**src/rtl/atm_bank_host.sv**
```systemverilog
// Bank-side responder for the ATM controller: validates PINs/OTPs, keeps the
// account table and the single active session, and answers one request at a time.
module atm_bank_host #(
  parameter int unsigned NUM_ACCOUNTS     = 4,
  parameter int unsigned INIT_BALANCE     = 5000,
  parameter logic [3:0]  PIN_BASE         = 4'h0,
  parameter logic [15:0] OTP_CODE         = 16'h1234,
  parameter int unsigned MAX_ATTEMPTS     = 3,
  parameter int unsigned WITHDRAWAL_LIMIT = 10000,
  localparam int unsigned ACCT_W = (NUM_ACCOUNTS > 1) ? $clog2(NUM_ACCOUNTS) : 1
) (
  input  logic                    clk,
  input  logic                    reset,
  input  logic                    req_valid,
  output logic                    req_ready,
  input  logic [2:0]              req_cmd,
  input  logic [ACCT_W-1:0]       req_acct,
  input  logic [3:0]              req_pin,
  input  logic [15:0]             req_data,
  output logic                    resp_valid,
  input  logic                    resp_ready,
  output logic [2:0]              resp_status,
  output logic [15:0]             resp_balance,
  output logic                    session_active,
  output logic [NUM_ACCOUNTS-1:0] acct_blocked
);

  localparam int unsigned ATT_W = (MAX_ATTEMPTS > 1) ? $clog2(MAX_ATTEMPTS + 1) : 1;
  localparam int unsigned BAL_W = 16;
  localparam int unsigned WD_W  = 17;

  localparam logic [2:0] CMD_VERIFY_PIN = 3'd0;
  localparam logic [2:0] CMD_VERIFY_OTP = 3'd1;
  localparam logic [2:0] CMD_BALANCE    = 3'd2;
  localparam logic [2:0] CMD_WITHDRAW   = 3'd3;
  localparam logic [2:0] CMD_DEPOSIT    = 3'd4;
  localparam logic [2:0] CMD_END        = 3'd5;

  localparam logic [2:0] ST_OK         = 3'd0;
  localparam logic [2:0] ST_BAD_PIN    = 3'd1;
  localparam logic [2:0] ST_BLOCKED    = 3'd2;
  localparam logic [2:0] ST_NO_AUTH    = 3'd3;
  localparam logic [2:0] ST_BAD_OTP    = 3'd4;
  localparam logic [2:0] ST_NO_FUNDS   = 3'd5;
  localparam logic [2:0] ST_OVER_LIMIT = 3'd6;
  localparam logic [2:0] ST_ERROR      = 3'd7;

  typedef enum logic [1:0] {S_IDLE, S_EXEC, S_RESP} state_t;

  state_t                  r_state, w_state_n;

  logic [2:0]              r_cmd;
  logic [ACCT_W-1:0]       r_acct;
  logic [3:0]              r_pin;
  logic [15:0]             r_data;

  logic [BAL_W-1:0]        r_balance  [NUM_ACCOUNTS];
  logic [ATT_W-1:0]        r_attempts [NUM_ACCOUNTS];
  logic [NUM_ACCOUNTS-1:0] r_blocked;

  logic                    r_auth;
  logic [ACCT_W-1:0]       r_sess_acct;
  logic                    r_otp_ok;
  logic [WD_W-1:0]         r_withdrawn;

  logic [2:0]              r_status;
  logic [BAL_W-1:0]        r_resp_bal;

  logic                    w_acct_ok;
  logic [3:0]              w_exp_pin;
  logic [ATT_W-1:0]        w_att_inc;
  logic [BAL_W-1:0]        w_sess_bal;
  logic [WD_W-1:0]         w_wd_sum;
  logic [WD_W-1:0]         w_dep_sum;

  logic [2:0]              w_status;
  logic [BAL_W-1:0]        w_resp_bal;
  logic                    w_auth_n;
  logic [ACCT_W-1:0]       w_sess_acct_n;
  logic                    w_otp_n;
  logic [WD_W-1:0]         w_wd_n;
  logic                    w_bal_we;
  logic [BAL_W-1:0]        w_bal_val;
  logic                    w_att_we;
  logic [ATT_W-1:0]        w_att_val;
  logic                    w_blk_set;

  assign req_ready      = (r_state == S_IDLE);
  assign resp_valid     = (r_state == S_RESP);
  assign resp_status    = r_status;
  assign resp_balance   = r_resp_bal;
  assign session_active = r_auth;
  assign acct_blocked   = r_blocked;

  assign w_acct_ok  = 32'(r_acct) < NUM_ACCOUNTS;
  assign w_exp_pin  = PIN_BASE + 4'(r_acct);
  assign w_att_inc  = r_attempts[r_acct] + ATT_W'(1);
  assign w_sess_bal = r_balance[r_sess_acct];
  assign w_wd_sum   = r_withdrawn + WD_W'(r_data);
  assign w_dep_sum  = WD_W'(w_sess_bal) + WD_W'(r_data);

  always_ff @(posedge clk) begin
    if (reset) r_state <= S_IDLE;
    else       r_state <= w_state_n;
  end

  always_comb begin
    w_state_n = r_state;
    case (r_state)
      S_IDLE:  if (req_valid)  w_state_n = S_EXEC;
      S_EXEC:                  w_state_n = S_RESP;
      S_RESP:  if (resp_ready) w_state_n = S_IDLE;
      default:                 w_state_n = S_IDLE;
    endcase
  end

  // Command evaluation during EXEC: status, response balance and table/session updates.
  always_comb begin
    w_status      = ST_ERROR;
    w_resp_bal    = '0;
    w_auth_n      = r_auth;
    w_sess_acct_n = r_sess_acct;
    w_otp_n       = r_otp_ok;
    w_wd_n        = r_withdrawn;
    w_bal_we      = 1'b0;
    w_bal_val     = w_sess_bal;
    w_att_we      = 1'b0;
    w_att_val     = '0;
    w_blk_set     = 1'b0;
    case (r_cmd)
      CMD_VERIFY_PIN: begin
        w_auth_n = 1'b0;
        w_otp_n  = 1'b0;
        w_wd_n   = '0;
        if (!w_acct_ok) begin
          w_status = ST_ERROR;
        end else if (r_blocked[r_acct]) begin
          w_status = ST_BLOCKED;
        end else if (r_pin == w_exp_pin) begin
          w_status      = ST_OK;
          w_att_we      = 1'b1;
          w_auth_n      = 1'b1;
          w_sess_acct_n = r_acct;
          w_resp_bal    = r_balance[r_acct];
        end else begin
          w_att_we = 1'b1;
          if (32'(w_att_inc) >= MAX_ATTEMPTS) begin
            w_blk_set = 1'b1;
            w_status  = ST_BLOCKED;
          end else begin
            w_att_val = w_att_inc;
            w_status  = ST_BAD_PIN;
          end
        end
      end
      CMD_VERIFY_OTP: begin
        if (!r_auth) begin
          w_status = ST_NO_AUTH;
        end else if (r_data == OTP_CODE) begin
          w_status = ST_OK;
          w_otp_n  = 1'b1;
        end else begin
          w_status = ST_BAD_OTP;
          w_otp_n  = 1'b0;
        end
      end
      CMD_BALANCE: begin
        if (!r_auth) begin
          w_status = ST_NO_AUTH;
        end else begin
          w_status   = ST_OK;
          w_resp_bal = w_sess_bal;
        end
      end
      CMD_WITHDRAW: begin
        if (!r_auth)                              w_status = ST_NO_AUTH;
        else if (!r_otp_ok)                       w_status = ST_BAD_OTP;
        else if (r_data == '0)                    w_status = ST_ERROR;
        else if (w_wd_sum > WD_W'(WITHDRAWAL_LIMIT)) w_status = ST_OVER_LIMIT;
        else if (r_data > w_sess_bal)             w_status = ST_NO_FUNDS;
        else begin
          w_status   = ST_OK;
          w_bal_we   = 1'b1;
          w_bal_val  = w_sess_bal - r_data;
          w_wd_n     = w_wd_sum;
          w_otp_n    = 1'b0;
          w_resp_bal = w_sess_bal - r_data;
        end
      end
      CMD_DEPOSIT: begin
        if (!r_auth)              w_status = ST_NO_AUTH;
        else if (r_data == '0)    w_status = ST_ERROR;
        else if (w_dep_sum[16])   w_status = ST_ERROR;
        else begin
          w_status   = ST_OK;
          w_bal_we   = 1'b1;
          w_bal_val  = w_dep_sum[15:0];
          w_resp_bal = w_dep_sum[15:0];
        end
      end
      CMD_END: begin
        w_status = ST_OK;
        w_auth_n = 1'b0;
        w_otp_n  = 1'b0;
        w_wd_n   = '0;
      end
      default: w_status = ST_ERROR;
    endcase
  end

  // Request capture, table/session commit and response registers.
  always_ff @(posedge clk) begin
    if (reset) begin
      r_cmd       <= '0;
      r_acct      <= '0;
      r_pin       <= '0;
      r_data      <= '0;
      r_blocked   <= '0;
      r_auth      <= 1'b0;
      r_sess_acct <= '0;
      r_otp_ok    <= 1'b0;
      r_withdrawn <= '0;
      r_status    <= '0;
      r_resp_bal  <= '0;
      for (int unsigned i = 0; i < NUM_ACCOUNTS; i++) begin
        r_balance[i]  <= BAL_W'(INIT_BALANCE);
        r_attempts[i] <= '0;
      end
    end else begin
      if (r_state == S_IDLE && req_valid) begin
        r_cmd  <= req_cmd;
        r_acct <= req_acct;
        r_pin  <= req_pin;
        r_data <= req_data;
      end
      if (r_state == S_EXEC) begin
        r_auth      <= w_auth_n;
        r_sess_acct <= w_sess_acct_n;
        r_otp_ok    <= w_otp_n;
        r_withdrawn <= w_wd_n;
        r_status    <= w_status;
        r_resp_bal  <= w_resp_bal;
        if (w_bal_we)  r_balance[r_sess_acct] <= w_bal_val;
        if (w_att_we)  r_attempts[r_acct]     <= w_att_val;
        if (w_blk_set) r_blocked[r_acct]      <= 1'b1;
      end
    end
  end

endmodule
```
**config.mk**
```make
export PLATFORM = sky130hd
export DESIGN_NAME = atm_bank_host
export DESIGN_NICKNAME = d
export VERILOG_FILES = /design/src/rtl/atm_bank_host.sv
export SDC_FILE = /design/constraint.sdc
export NUM_CORES = 1
export LEC_CHECK = 0
export ABC_AREA = 1
export CAP_MARGIN = 10
export CORE_MARGIN = 2
export CORE_UTILIZATION = 55
export DETAILED_ROUTE_END_ITERATION = 10
export HOLD_SLACK_MARGIN = 0.08
export PLACE_DENSITY = 0.78
export SYNTH_ARGS = -nofsm -noshare
export SYNTH_HDL_FRONTEND = slang
export SYNTH_SLANG_ARGS = --single-unit
export TNS_END_PERCENT = 5
```
**constraint.sdc**
```tcl
create_clock -name clk -period 4.3 [get_ports clk]
set_input_delay 0.86 -clock clk [delete_from_list [all_inputs] [get_ports clk]]
set_output_delay 0.86 -clock clk [all_outputs]
set_load 0.1 [all_outputs]
```
==> results of run 1 <==
-- registers in the layout (all words and copies together), names as in the netlist, named ones only --
name	count
acct_blocked	4
r_acct	2
r_attempts	8
r_balance	64
r_cmd	3
r_data	16
r_otp_ok	1
r_pin	4
r_sess_acct	2
r_state	2
r_withdrawn	17
resp_balance	16
resp_status	3
session_active	1
-- power breakdown --
part | switching, W | internal, W | total, W
logic | 0.000777 | 0.000353 | 0.00113
registers | 0.0000484 | 0.00152 | 0.00157
clock network | 0.000674 | 0.000877 | 0.00155
-- kinds of logic after synthesis --
family                     after synthesis  synth area share
and+or+nand+nor                        725             0.298
xor gates and xnor gates                23            0.0194
buffers and inverters                  252            0.0961
DFF                                    147             0.352
adders and majority gates               51            0.0635
AOI/OAI and AO/OA                      317             0.170
-- final cells by class --
| type | count | share of cell area |
|---|---|---|
| tap | 234 | 0.0244 |
| inverter | 188 | 0.0592 |
| multi-input combinational | 1116 | 0.481 |
| clock buffer | 18 | 0.0357 |
| sequential | 147 | 0.305 |
| clock inverter | 14 | 0.0137 |
| timing repair buffer | 105 | 0.0811 |
-- layout by cell type (no fill, tap or decap), drive strengths merged, types with 6 or more instances in the layout --
cell type and count:
dfxtp 75, buf 51, nand3 89, a22oi 8, o21ai 105, nor3 13, clkinv 7, nand2 382
clkdlybuf4s50 54, a21oi 141, nor2 179, o211ai 11, edfxtp 72, clkbuf 18, inv 192, ha 48
xnor2 6, xor2 17, or2 17, o22ai 12, a32oi 10, nand4 30
-- final timing paths --
path	from	end	slack, ns	depth (start not counted)
max	flip-flop	r_balance[0][5]	0.25	25
min	r_withdrawn[14]	r_withdrawn[14]	0.45	2
max reg2reg	flip-flop	r_balance[0][5]	0.25	25
min reg2reg	r_withdrawn[14]	r_withdrawn[14]	0.45	2
-- through the flow --
| step | total power (W) | setup slack, ns | instance area (um^2) | hold slack, ns | std cells |
|---|---|---|---|---|---|
| 2_1_floorplan | 0.00233 | 0.309 | 10400 | 0.422 | 1515 |
| 3_3_place_gp | 0.00269 | 0.322 | 11400 | 0.438 | 1790 |
| 3_5_place_dp | 0.00269 | 0.296 | 11400 | 0.437 | 1790 |
| 4_1_cts | 0.00422 | 0.275 | 12000 | 0.449 | 1822 |
| 5_1_grt | 0.00441 | 0.0257 | 12000 | 0.470 | 1822 |
| 6_report | 0.00425 | 0.253 | 12000 | 0.451 | 1822 |
-- metal layers --
layer / up-vias / global-route usage / routed length, um
met4: 0 / 0.140 / 1050
met3: 70 / 0.0783 / 3310
met5: - / 0 / 0
met2: 532 / 0.507 / 14500
met1: 4850 / 0.477 / 14700
li1: 5136 / - / -
-- worst register-to-register path, stage by stage (launching register included) --
cell,delay (ns)
sky130_fd_sc_hd__dfxtp_1,0.35
sky130_fd_sc_hd__inv_1,0.06
sky130_fd_sc_hd__buf_4,0.20
sky130_fd_sc_hd__buf_4,0.20
sky130_fd_sc_hd__nand2_1,0.07
sky130_fd_sc_hd__nand3_1,0.07
sky130_fd_sc_hd__nand2_1,0.15
sky130_fd_sc_hd__inv_1,0.12
sky130_fd_sc_hd__ha_2,0.43
sky130_fd_sc_hd__inv_2,0.08
sky130_fd_sc_hd__a21oi_1,0.13
sky130_fd_sc_hd__nand2_1,0.09
sky130_fd_sc_hd__a31oi_2,0.26
sky130_fd_sc_hd__inv_2,0.06
sky130_fd_sc_hd__nand2_1,0.11
sky130_fd_sc_hd__nand2_1,0.10
sky130_fd_sc_hd__nand3_1,0.11
sky130_fd_sc_hd__nand3_1,0.12
sky130_fd_sc_hd__buf_4,0.20
sky130_fd_sc_hd__inv_1,0.07
sky130_fd_sc_hd__buf_4,0.18
sky130_fd_sc_hd__o21ai_0,0.09
sky130_fd_sc_hd__o21ai_0,0.25
sky130_fd_sc_hd__nand3_1,0.13
sky130_fd_sc_hd__nand2_2,0.12
sky130_fd_sc_hd__nor2_1,0.06
==> run metrics, run 1 <==
status=finished clean; Worst Path Required=4.49 ns; TritonCTS clock tree=yes; count of antenna-violating nets left after detailed routing=0; Max-Slew Margin vs Limit=0.298; die width=142 um; Peak Freq=0.247 GHz; signed area change from the synthesized netlist to the final layout=15.4%; layout cells sized above 1=0.0800; Multi-input gate area=5770 um^2; detailed-route via count=10600; cell at the root of the clock tree=sky130_fd_sc_hd__clkbuf_16; worst clock skew on the final layout=0.0131 ns; final core utilization=0.644; top-level port count=55; fraction of the cycle the final worst path needs=0.941; Critical-path top delay cell=sky130_fd_sc_hd__ha_2; first-pass iteration count of the detailed router=6; area share of the leading cell type in the synthesized netlist=0.208; area occupied by registers=3660 um^2; synthesis-stage register bit count=147; CP Class=flip-flop to flip-flop; EDFF count, synth=72; std cell rows=50; die footprint=20000 um^2; number of vias per cell=5.81; endpoints failing hold=0; number of buffers inserted for hold repair after clock tree synthesis=0; net count after synthesis=1595; buffer levels on the longest clock path=2; filler instances=1702; global-route wire length before repair=52600 um; count of buffers from port buffering=54; total congestion overflow=0; primary flip-flop cell chosen by synthesis mapping=sky130_fd_sc_hd__dfxtp_1; largest net degree at the start of global routing=48; clock network latency to the later pin of the worst-skew pair=0.44 ns; Yosys warnings=0; initial cell density of the core=0.558; buffers plus inverters on the worst setup path=9; maximum capacitance violations=0; final routed DRC violation total=0; standby leakage power=5.20 nW; highest net fanout along the worst path=23; number of diodes added for antenna fixing=0; max incr delay on CP=0.43 ns; total clock buffers created by CTS=17; placed wire-length estimate=25400 um; number of standard cells after synthesis=1515; height of the chip=142 um; setup repair after global routing missed its margin=no; largest cells by area after synthesis=sky130_fd_sc_hd__edfxtp_1, sky130_fd_sc_hd__dfxtp_1, sky130_fd_sc_hd__nand2_1; Mapped Area=10400 um^2; initial antenna violation count=0; fraction of the yosys area taken by sequential cells=0.352; H-tree depth reported by CTS=4; RePlAce Congestion=0.989; Period minus WS final=4.05 ns; top cell types by occurrence after synthesis=sky130_fd_sc_hd__nand2_1, sky130_fd_sc_hd__inv_1, sky130_fd_sc_hd__nor2_1; final-report max-slew violation count=0; Hold/Removal Path Class=flip-flop to flip-flop; Most common cell on crit path=sky130_fd_sc_hd__nand2_1; Post-Synthesis Mean Instance Area=6.87 um^2; vias in the first global route=9775; arrival time at the worst endpoint=4.24 ns; sinks on the clock net=147; gate family responsible for the most delay along the worst path=buffers and inverters; standard cell core area=18600 um^2; crit end category=flip-flop; asr flop ratio synth=0; total negative setup slack=0 ns; CP startpoint kind=flip-flop; Post CTS Setup Buffer Count=0; GR Util All Layers=0.340; Final Setup Violations=0; cell type with the largest total area after synthesis=sky130_fd_sc_hd__edfxtp_1; First DRT Iteration DRCs=1018; post-detailed-route wirelength per cell=18.4 um; VDD IR max=0.303 mV; Power per Cell Area=354 nW/um^2; Layout Nets=1655; distinct cell type count after synthesis=50; post-detailed-routing wire length=33600 um; Slew @ Worst Pin=1.05 ns; number of instances resized during post-cts repair=0; most frequent cell after synthesis=sky130_fd_sc_hd__nand2_1; clock transition at the register clock pins on the worst setup and hold paths after CTS=0.07 ns
Power figures use the tool's default switching activity.
==> run 2: changes to the inputs <==
--- a/config.mk
+++ b/config.mk
@@ -9,6 +9,7 @@
 export CAP_MARGIN = 10
 export CORE_MARGIN = 2
 export CORE_UTILIZATION = 55
+export CTS_CLUSTER_SIZE = 20
 export DETAILED_ROUTE_END_ITERATION = 10
 export HOLD_SLACK_MARGIN = 0.08
 export PLACE_DENSITY = 0.78
==> results of run 2 <==
Same layout as run 1: the final DEF is identical, and so are final timing and power.
